**config.mk**
```make
export PLATFORM = sky130hd
export DESIGN_NAME = apb_cmd_master
export DESIGN_NICKNAME = d
export VERILOG_FILES = /design/src/rtl/apb_cmd_master_pkg.sv /design/src/rtl/apb_cmd_master.sv
export SDC_FILE = /design/constraint.sdc
export NUM_CORES = 1
export LEC_CHECK = 0
export BUFFER_PORTS_ARGS = -buffer_cell sky130_fd_sc_hd__buf_2
export CAP_MARGIN = 25
export CELL_PAD_IN_SITES_DETAIL_PLACEMENT = 1
export CELL_PAD_IN_SITES_GLOBAL_PLACEMENT = 2
export CORE_MARGIN = 3
export CORE_UTILIZATION = 30
export DETAILED_ROUTE_END_ITERATION = 8
export HOLD_SLACK_MARGIN = 0.08
export PLACE_DENSITY_LB_ADDON = 0.1
export SYNTH_ARGS = -nofsm -noshare
export SYNTH_HDL_FRONTEND = slang
export SYNTH_SLANG_ARGS = --single-unit
```
**constraint.sdc**
```tcl
create_clock -name pclk_i -period 2.3 [get_ports pclk_i]
set_clock_uncertainty 0.15 [all_clocks]
set_input_delay 0.345 -clock pclk_i [delete_from_list [all_inputs] [get_ports pclk_i]]
set_output_delay 0.345 -clock pclk_i [all_outputs]
set_load 0.01 [all_outputs]
```
**src/rtl/apb_cmd_master_pkg.sv**
```systemverilog
// Shared types and constants for the valid/ready-to-APB4 command master.
package apb_cmd_master_pkg;

    localparam int unsigned APB_ADDR_WIDTH = 32;
    localparam int unsigned APB_DATA_WIDTH = 32;
    localparam int unsigned APB_STRB_WIDTH = APB_DATA_WIDTH / 8;

    localparam logic [31:0] TIMEOUT_RDATA = 32'h0BAD_0A0B;

    typedef enum logic [1:0] {
        IDLE   = 2'd0,
        SETUP  = 2'd1,
        ACCESS = 2'd2,
        RESP   = 2'd3
    } state_e;

    typedef struct packed {
        logic [APB_ADDR_WIDTH-1:0] paddr;
        logic [2:0]                pprot;
        logic                      psel;
        logic                      penable;
        logic                      pwrite;
        logic [APB_DATA_WIDTH-1:0] pwdata;
        logic [APB_STRB_WIDTH-1:0] pstrb;
    } apb_req_t;

    typedef struct packed {
        logic                      pready;
        logic [APB_DATA_WIDTH-1:0] prdata;
        logic                      pslverr;
    } apb_resp_t;

    typedef struct packed {
        logic [APB_ADDR_WIDTH-1:0] addr;
        logic                      write;
        logic [APB_DATA_WIDTH-1:0] wdata;
        logic [APB_STRB_WIDTH-1:0] strb;
    } cmd_t;

    typedef struct packed {
        logic [APB_DATA_WIDTH-1:0] rdata;
        logic                      err;
    } rsp_t;

    // Selected request for a latched command; reads never carry data or strobes.
    function automatic apb_req_t cmd_to_req(cmd_t cmd, logic enable);
        apb_req_t req;
        req         = '0;
        req.paddr   = cmd.addr;
        req.pprot   = 3'b000;
        req.psel    = 1'b1;
        req.penable = enable;
        req.pwrite  = cmd.write;
        req.pwdata  = cmd.write ? cmd.wdata : '0;
        req.pstrb   = cmd.write ? cmd.strb : '0;
        return req;
    endfunction

endpackage

```
**src/rtl/apb_cmd_master.sv**
```systemverilog
// Single-outstanding APB4 master driven by a valid/ready command stream.
// Define APB_CMD_MASTER_TIMEOUT_EN to abort ACCESS after TimeoutCycles stalls.
module apb_cmd_master
    import apb_cmd_master_pkg::*;
#(
    parameter int unsigned  ApbAddrWidth  = APB_ADDR_WIDTH,
    parameter int unsigned  ApbDataWidth  = APB_DATA_WIDTH,
    parameter int unsigned  TimeoutCycles = 16,
    parameter type          req_t         = apb_req_t,
    parameter type          resp_t        = apb_resp_t,
    localparam int unsigned StrbWidth     = ApbDataWidth / 8
) (
    input  logic                    pclk_i,
    input  logic                    preset_ni,
    input  logic                    cmd_valid_i,
    output logic                    cmd_ready_o,
    input  logic [ApbAddrWidth-1:0] cmd_addr_i,
    input  logic                    cmd_write_i,
    input  logic [ApbDataWidth-1:0] cmd_wdata_i,
    input  logic [StrbWidth-1:0]    cmd_strb_i,
    output logic                    rsp_valid_o,
    input  logic                    rsp_ready_i,
    output logic [ApbDataWidth-1:0] rsp_rdata_o,
    output logic                    rsp_err_o,
    output req_t                    apb_req_o,
    input  resp_t                   apb_resp_i
);

    state_e state_q, state_d;
    cmd_t   cmd_q, cmd_d, cmd_in;
    rsp_t   rsp_q, rsp_d;
    req_t   req_d;
    logic   timeout;

    assign cmd_in = '{addr: cmd_addr_i, write: cmd_write_i, wdata: cmd_wdata_i, strb: cmd_strb_i};

`ifdef APB_CMD_MASTER_TIMEOUT_EN
    localparam int unsigned CntWidth = $clog2(TimeoutCycles + 1);

    logic [CntWidth-1:0] tmo_cnt_q;

    // Counts ACCESS cycles that ended without pready.
    always_ff @(posedge pclk_i) begin
        if (!preset_ni) begin
            tmo_cnt_q <= '0;
        end else if (state_q == SETUP) begin
            tmo_cnt_q <= '0;
        end else if (state_q == ACCESS && !apb_resp_i.pready && !timeout) begin
            tmo_cnt_q <= tmo_cnt_q + CntWidth'(1);
        end
    end

    assign timeout = (tmo_cnt_q == CntWidth'(TimeoutCycles));
`else
    // ACCESS waits for pready indefinitely; TimeoutCycles has no effect here.
    assign timeout = 1'b0 && (TimeoutCycles == 0);
`endif

    always_comb begin
        state_d = state_q;
        cmd_d   = cmd_q;
        rsp_d   = rsp_q;
        req_d   = apb_req_o;
        unique case (state_q)
            IDLE: begin
                if (cmd_valid_i && cmd_ready_o) begin
                    cmd_d   = cmd_in;
                    req_d   = cmd_to_req(cmd_in, 1'b0);
                    state_d = SETUP;
                end
            end
            SETUP: begin
                req_d   = cmd_to_req(cmd_q, 1'b1);
                state_d = ACCESS;
            end
            ACCESS: begin
                // pready wins over a timeout landing in the same cycle.
                if (apb_resp_i.pready) begin
                    rsp_d.rdata = cmd_q.write ? '0 : apb_resp_i.prdata;
                    rsp_d.err   = apb_resp_i.pslverr;
                    req_d       = '0;
                    state_d     = RESP;
                end else if (timeout) begin
                    rsp_d.rdata = ApbDataWidth'(TIMEOUT_RDATA);
                    rsp_d.err   = 1'b1;
                    req_d       = '0;
                    state_d     = RESP;
                end
            end
            RESP: begin
                if (rsp_valid_o && rsp_ready_i) begin
                    state_d = IDLE;
                end
            end
            default: state_d = IDLE;
        endcase
    end

    always_ff @(posedge pclk_i) begin
        if (!preset_ni) begin
            state_q     <= IDLE;
            cmd_q       <= '0;
            rsp_q       <= '0;
            apb_req_o   <= '0;
            cmd_ready_o <= 1'b0;
            rsp_valid_o <= 1'b0;
        end else begin
            state_q     <= state_d;
            cmd_q       <= cmd_d;
            rsp_q       <= rsp_d;
            apb_req_o   <= req_d;
            cmd_ready_o <= (state_d == IDLE);
            rsp_valid_o <= (state_d == RESP);
        end
    end

    assign rsp_rdata_o = rsp_q.rdata;
    assign rsp_err_o   = rsp_q.err;

endmodule

```
; ---- Yosys cells after proc, flatten, opt, wreduce, memory -nomap -nowiden
; Index checks and enable logic that the tools add are counted.
[op_classes]
n_eq_ne = 6
n_mux = 12
n_reduce_logical = 8
[op_table]
columns = operator, count
row1 = $pmux W74 S3, 1
row2 = $mux W74, 2
row3 = $mux W32, 3
row4 = $mux W4, 2
row5 = $pmux W2 S4, 1
row6 = $eq A2 B2 Y1 const B, 3
row7 = $mux W2, 3
row8 = $logic_not A2 Y1, 2
row9 = $ne A2 B2 Y1 const B, 2
row10 = $reduce_and A2 Y1, 2
row11 = $reduce_and A3 Y1, 1
row12 = $reduce_bool A3 Y1, 1
row13 = $eq A2 B1 Y1 const B, 1
row14 = $logic_and A1 B1 Y1, 2
[word_totals]
ff_bits = 180
inputBits = 107
output_inout_bits = 109
elab_cells = 42

; ---- Logic depth before layout (Yosys ltp)
; Gate-level depths: netlist (run 1).
[logic_depth]
word_depth = 4
ltp_mapped = 8
mapped_depth_nobuf = 5

; ---- Worst setup path after synthesis (run 1)
; Ideal clock, no wire load.
[synth_timing]
path_kind = reg-to-reg
startpoint = register state_q[0]
endpoint = register apb_req_o[25] (netlist name)
setup_time_ps = 139
arrival_time_ps = 1493
required_ps = 2011
path_slack_ps = 518
stages_incl_launch_ff = 8
n_path_buf = 2
synth_period_minus_slack_ps = 1782
cell_sequence = dfxtp_1 inv_1 ha_1 and3_1 buf_4 buf_4 a22oi_1 a211oi_2
[synth_via]
elab_chain_len = 3
word_cells_on_any_way = 8
classes_between = eq/ne: 4 / mux: 1 / reduce/logical: 3
[synth_lines]
columns = item, line
row1 = start: declaration, apb_cmd_master.sv:29  ; state_e state_q, state_d;
row2 = start signal: assignment, apb_cmd_master.sv:108  ; state_q <= state_d;
row3 = $eq A2 B2 Y1 (tied with other cells), apb_cmd_master.sv:64  ; unique case (state_q)
row4 = $ne A2 B2 Y1 (no line) or $reduce_bool A3 Y1 (tied branches), n/a
row5 = $reduce_and A3 Y1 (no line), n/a
row6 = end signal: assignment, apb_cmd_master.sv:111  ; apb_req_o <= req_d;
row7 = end: declaration, apb_cmd_master.sv:25  ; output req_t apb_req_o,
; Parallel ways exist; a longest one is shown, timed or not.
; A chain may end at the register's enable or synchronous reset.

; ---- Worst setup path after layout (run 1)
[layout_timing]
startpoint = register state_q[1]
endpoint = register apb_req_o[17] (netlist name)
; Same word-level chain as after synthesis.

==> results of run 1 <==
[registers in the layout, indices dropped and copies added (netlist names)]
register / count
state_q: 2
rsp_valid_o: 1
rsp_rdata_o: 32
cmd_ready_o: 1
apb_req_o: 71
rsp_err_o: 1
cmd_q: 69
[what timing repair did]
| item | 4_1_cts | 5_1_grt |
|---|---|---|
| endpoints found under the hold margin | 133 | 0 |
| hold buffers | 102 | 0 |
| setup buffers | 0 | 0 |
[logic make-up after synthesis]
family / count (synthesis) / synth area share (%)
compound gates: 288 / 25.71
simple gates: 286 / 18.74
flops: 177 / 47.35
buf+inv: 104 / 7.139
fa+ha+maj: 6 / 1.003
other cells: 1 / 0.05011
[worst paths after layout]
path	end	slack, ns
hold reg to reg	rsp_rdata_o[26]	0.30
setup reg to reg	apb_req_o[17]	0.32
setup / recovery	apb_req_o[17]	0.32
hold / removal	cmd_ready_o	0.11
[final cells by class]
| class | instances | area (sq um) |
|---|---|---|
| clock inverter | 15 | 140.1 |
| fill | 2908 | 13990 |
| timing repair buffer | 341 | 2435 |
| sequential | 177 | 3543 |
| multi-input combinational | 583 | 3427 |
| tap | 324 | 405.4 |
| clock buffer | 17 | 425.4 |
| inverter | 4 | 20.02 |
| antenna | 3 | 7.507 |
[cells in the mapped netlist (all sizes together)]
| cell | n | share of area (%) |
|---|---|---|
| nand3b | 1 | 0.10 |
| nand3 | 34 | 2.3 |
| a21boi | 2 | 0.25 |
| a311oi | 32 | 3.7 |
| a21bo | 1 | 0.13 |
| o32ai | 1 | 0.22 |
| a21oi | 104 | 7.0 |
| a211oi | 38 | 4.5 |
| nor3 | 1 | 0.22 |
| nor2 | 2 | 0.10 |
| buf | 49 | 4.4 |
| dfxtp | 177 | 47 |
| conb | 1 | 0.050 |
| a22oi | 36 | 3.6 |
| a31o | 1 | 0.12 |
| nor2b | 2 | 0.17 |
| clkbuf | 51 | 2.6 |
| nand4 | 1 | 0.084 |
| inv | 3 | 0.15 |
| o31ai | 1 | 0.10 |
| nand2 | 174 | 8.7 |
| a31oi | 70 | 5.9 |
| or2 | 1 | 0.084 |
| nand4b | 32 | 3.7 |
| and4 | 1 | 0.12 |
| ha | 6 | 1.0 |
| and3 | 3 | 0.25 |
| nand2b | 33 | 2.8 |
| o41ai | 1 | 0.12 |
| clkinv | 1 | 0.050 |
| o21ba | 1 | 0.13 |
| and3b | 1 | 0.12 |
[critical path: stages, from the launching register on]
cell and delay [ns]:
dfxtp_1 0.43, inv_1 0.11, ha_2 0.38, and3_1 0.21, buf_12 0.23, a22oi_1 0.10
a211oi_1 0.26
[through the flow]
step	instance area [sq um]	hold slack, ns	cells
2_1_floorplan	7491	0.2860	864
3_3_place_gp	8810	0.2865	1327
3_5_place_dp	8810	0.2934	1327
4_1_cts	10400	0.09019	1461
5_1_grt	10400	0.09687	1464
6_report	10400	0.1110	1464
[metal layers]
metal / share of wire (%) / up-vias
met1: 45 / 3611
met4: 1.2 / 0
met2: 48 / 178
met5: 0 / -
met3: 5.3 / 21
li1: - / 3647
[power by group]
group	switching, uW	total (uW)	internal, uW
Sequential	174	3560	3380
Combinational	1090	1930	842
Clock	1400	2830	1440
==> metrics, run 1 <==
Die Width 163.9 microns; #FFs+latches synth 177; commonest non-fill, non-tap cell in the layout buf_2; P per Cell Area around 800 mW/mm^2; cts repair resizes 0; CP Launch Point state_q[1]; initial core utilization 30.68%; Worst EP required 2.48 ns; GRT Overall Usage roughly 19%; area grow syn2layout 39.02%; clock-pin slew on the worst setup and hold paths 0.07 ns; CTS H-Tree Depth 4; CTS Buffer Depth 2; post-layout util 42.65%; Ys Warns 0; Synth cell types 38; Avg WL per Cell 18.04 microns; sequential share of the synthesized area 47.35%; 1st-iter DRT viols about 330; First-pass DRT Iterations 4; met3 Track Usage GR approximately 4.7%; critical path data arrival time between 2 and 2.5 ns; CTS sink cnt approximately 180; Final Hold Fails 0; worst slew pin tran approximately 0.56 ns; Mapped Area between 0.007 and 0.008 sq mm; post-synthesis average cell area just under 9 sq um; clock root buffer master clkbuf_16; Tot Pwr approximately 8300 uW; Worst Hold Class input port to register; Nets around 1200; status complete, no violations; RSZ-0062 raised after global routing false; Antenna Nets Post-Route 0; commonest cells after routing, fill and taps aside 212 x buf_2, 177 x dfxtp_1, 174 x nand2_1; vias in the first global route slightly below 8000; row cnt 57; Clock Latency Late Sink 0.43 ns; DIE AREA 0.02688 sq mm; die height about 160 microns; Crit Path Class register to register; met1 usage about a quarter; routed wire length 26420 microns; Placer Congestion ~0.7; LEAKAGE around 0.0040 uW; worst r2r src state_q[1]; crit-path max FO 37; CTS buffer count 17; dpl ws approximately 0.33 ns; Hold Path Cell Cnt 2; Slew Viols, Final 0; max-cap viol count 0; CP Capture Type register; Gate Count Post-Synth 862; CP Launch Type register; Core ar. between 0.02 and 0.025 sq mm; PnR worst setup slack ~0.32 ns; GRT overflow 0; DRC 0; largest net degree at the start of global routing 72; Slew headroom a little over three fifths; Max Clk Rate 505.5 MHz; layout cells sized above 1 between 20% and 30%; I/O pin total ~220; Min Clock Period, post-route roughly 2 ns; total number of vias around 7500; GR Util met2 roughly a third; Hold Startpoint preset_ni; reg2reg path depth 6; period utilization between 80% and 90%; global-route wire length before repair 41860 microns; final setup fails 0; initial antenna violation count 3; setup TNS 0 ns; Worst VDD drop 0.4007 mV; CTS tree built; global routing's busiest layer met2; DR vias/cell a little over 5; IO buf count 212; Detailed Place HPWL about 16000 microns
Note: power is estimated with default switching activity, not from simulation.
==> inputs of run 2 (changes only) <==
Settings changed: CELL_PAD_IN_SITES_DETAIL_PLACEMENT 1 to 0, CELL_PAD_IN_SITES_GLOBAL_PLACEMENT 2 to 1, CORE_UTILIZATION 30 to 38, SKIP_LAST_GASP from default to 1.
==> run 2 against run 1 <==
Sequential share of layout area increased by 0.14 points. Flip-flop and latch count did not move. Combinational power fell by 2%. Total power is 0.76% higher. Utilization grew 12 points.
==> metrics, run 2 (synthesized netlist as in run 1, its figures left out) <==
status complete, no violations; I/O pin total between 200 and 250; worst path buffer plus inverter count 3; Core ar. roughly 0.019 sq mm; Avg WL per Cell 16.86 microns; global-route wire length before repair roughly 39000 microns; First-pass DRT Iterations 5; Post-CTS Setup Inserts 0; Slew headroom 62.50%; critical path data arrival time between 2 and 2.5 ns; max-cap viol count 0; Worst EP required 2.43 ns; Tot Pwr 8384 uW; CTS buffer count 17; Slowest-stage cell, CP dfxtp_1; sequential cell area 0.003543 sq mm; Min Clock Period, post-route about 2.1 ns; CTS tree built; initial antenna violation count 0; largest net degree at the start of global routing 72; routed wire length 23540 microns; final setup fails 0; total number of vias 7383; clock root buffer master clkbuf_16; cts repair resizes 0; family with the most delay on the worst path buffers and inverters; CP Launch Type register; Crit Path Class register to register; final hold slack 0.2267 ns; period utilization 90.90%; GRT overflow 0; Placer Congestion 0.7285; DRC 0; layout cells sized above 1 25.79%; Multi-input gate area about 0.0034 sq mm; PnR worst setup slack ~0.21 ns; clock-pin slew on the worst setup and hold paths 0.07 ns; crit path cell chain inv_1 > ha_1 > buf_12 > nor2b_1 > nor3_4 > buf_12 > a311oi_1; commonest cells after routing, fill and taps aside 212 x buf_2, 177 x dfxtp_1, 174 x nand2_1; CP Capture Type register; Fillers between 1500 and 2000; Detailed Place HPWL 13710 microns; IO buf count 212; setup TNS 0 ns; Die Width about 150 microns; die height between 100 and 150 microns; Biggest register apb_req_o; CTS Buffer Depth 2; area grow syn2layout 38.44%; GRT Overall Usage 21.74%; Antenna Nets Post-Route 0; CTS H-Tree Depth 4; P per Cell Area between 800 and 900 mW/mm^2; commonest non-fill, non-tap cell in the layout buf_2; dpl ws 0.2242 ns; CTS sink cnt approximately 180; Worst Hold Class input port to register; initial core utilization 39.35%; vias in the first global route approximately 7300; Max Clk Rate approximately 480 MHz; DR vias/cell between 5 and 6; RSZ-0062 raised after global routing false; Slew Viols, Final 0; worst slew pin tran roughly 0.56 ns; Worst VDD drop ~0.60 mV; row cnt 50; post-layout util 54.47%; cell mode on critical path buf_12; Inserted Diodes 0; crit-path max FO 51; Crit path largest cell delay approximately 0.4 ns; Nets 1237; LEAKAGE 0.004048 uW; 1st-iter DRT viols between 400 and 500; Final Hold Fails 0; DIE AREA ~0.021 sq mm; Clock Latency Late Sink around 0.42 ns; max FFs per register 71
run 2: cell types whose count changed in the layout (fill, tap and decap cells not counted):
cell,change
clkinv_8,-1
buf_4,-2
clkinv_4,-2
dlygate4sd3_1,+1
buf_12,+1
clkbuf_8,+3
bufinv_16,+2
diode_2,-3
inv_6,-2
inv_8,-3
clkinvlp_4,+1
clkinv_2,+1
run 2: per-stage QoR:
stage	cell area, sq um	std cells
after global placement	8735	1262
after global routing	10360	1396
after floorplan	7491	864
final	10360	1396
after CTS	10360	1396
after detailed placement	8735	1262
run 2: per-layer routing:
metal | global-route usage [%] | vias up | wire length, microns
met5 | 0 | - | 0
met4 | 6.021 | 0 | 318
met3 | 5.804 | 21 | 1580
met1 | 28.40 | 3478 | 10550
met2 | 35.66 | 218 | 11100
li1 | - | 3666 | -
run 2: tightest hold or removal path, delay by kind of cell:
kind,cells,cell delay [ns]
AO/OA/AOI/OAI,2,0.19
AND/OR/NAND/NOR,1,0.13
buffers and inverters,1,0.07
run 2: report_power, final:
part / switching, uW / internal, uW
sequential: 172 / 3390
combinational: 1050 / 843
clock: 1240 / 1690
run 2: final timing paths:
path / start / to / slack [ns] / cells past startpoint
setup / recovery: state_q[0] / apb_req_o[63] / 0.21 / 7
hold / removal: rsp_ready_i / state_q[1] / 0.23 / 4
setup reg to reg: state_q[0] / apb_req_o[63] / 0.21 / 7
hold reg to reg: rsp_rdata_o[22] / rsp_rdata_o[22] / 0.30 / 2
run 2: area by class of cell:
| cell class | count | share of cell area, % |
|---|---|---|
| Timing Repair Buffer | 341 | 23.65 |
| Sequential cell | 177 | 34.20 |
| Tap cell | 260 | 3.140 |
| Multi-Input combinational cell | 583 | 33.08 |
| Inverter | 4 | 0.1932 |
| Clock buffer | 20 | 4.505 |
| Clock inverter | 11 | 1.232 |
run 2: timing repair:
| action | 4_1_cts | 5_1_grt |
|---|---|---|
| hold buffers | 103 | 0 |
| hold endpoints to repair | 135 | 0 |
| endpoints found under the setup margin | 0 | 0 |
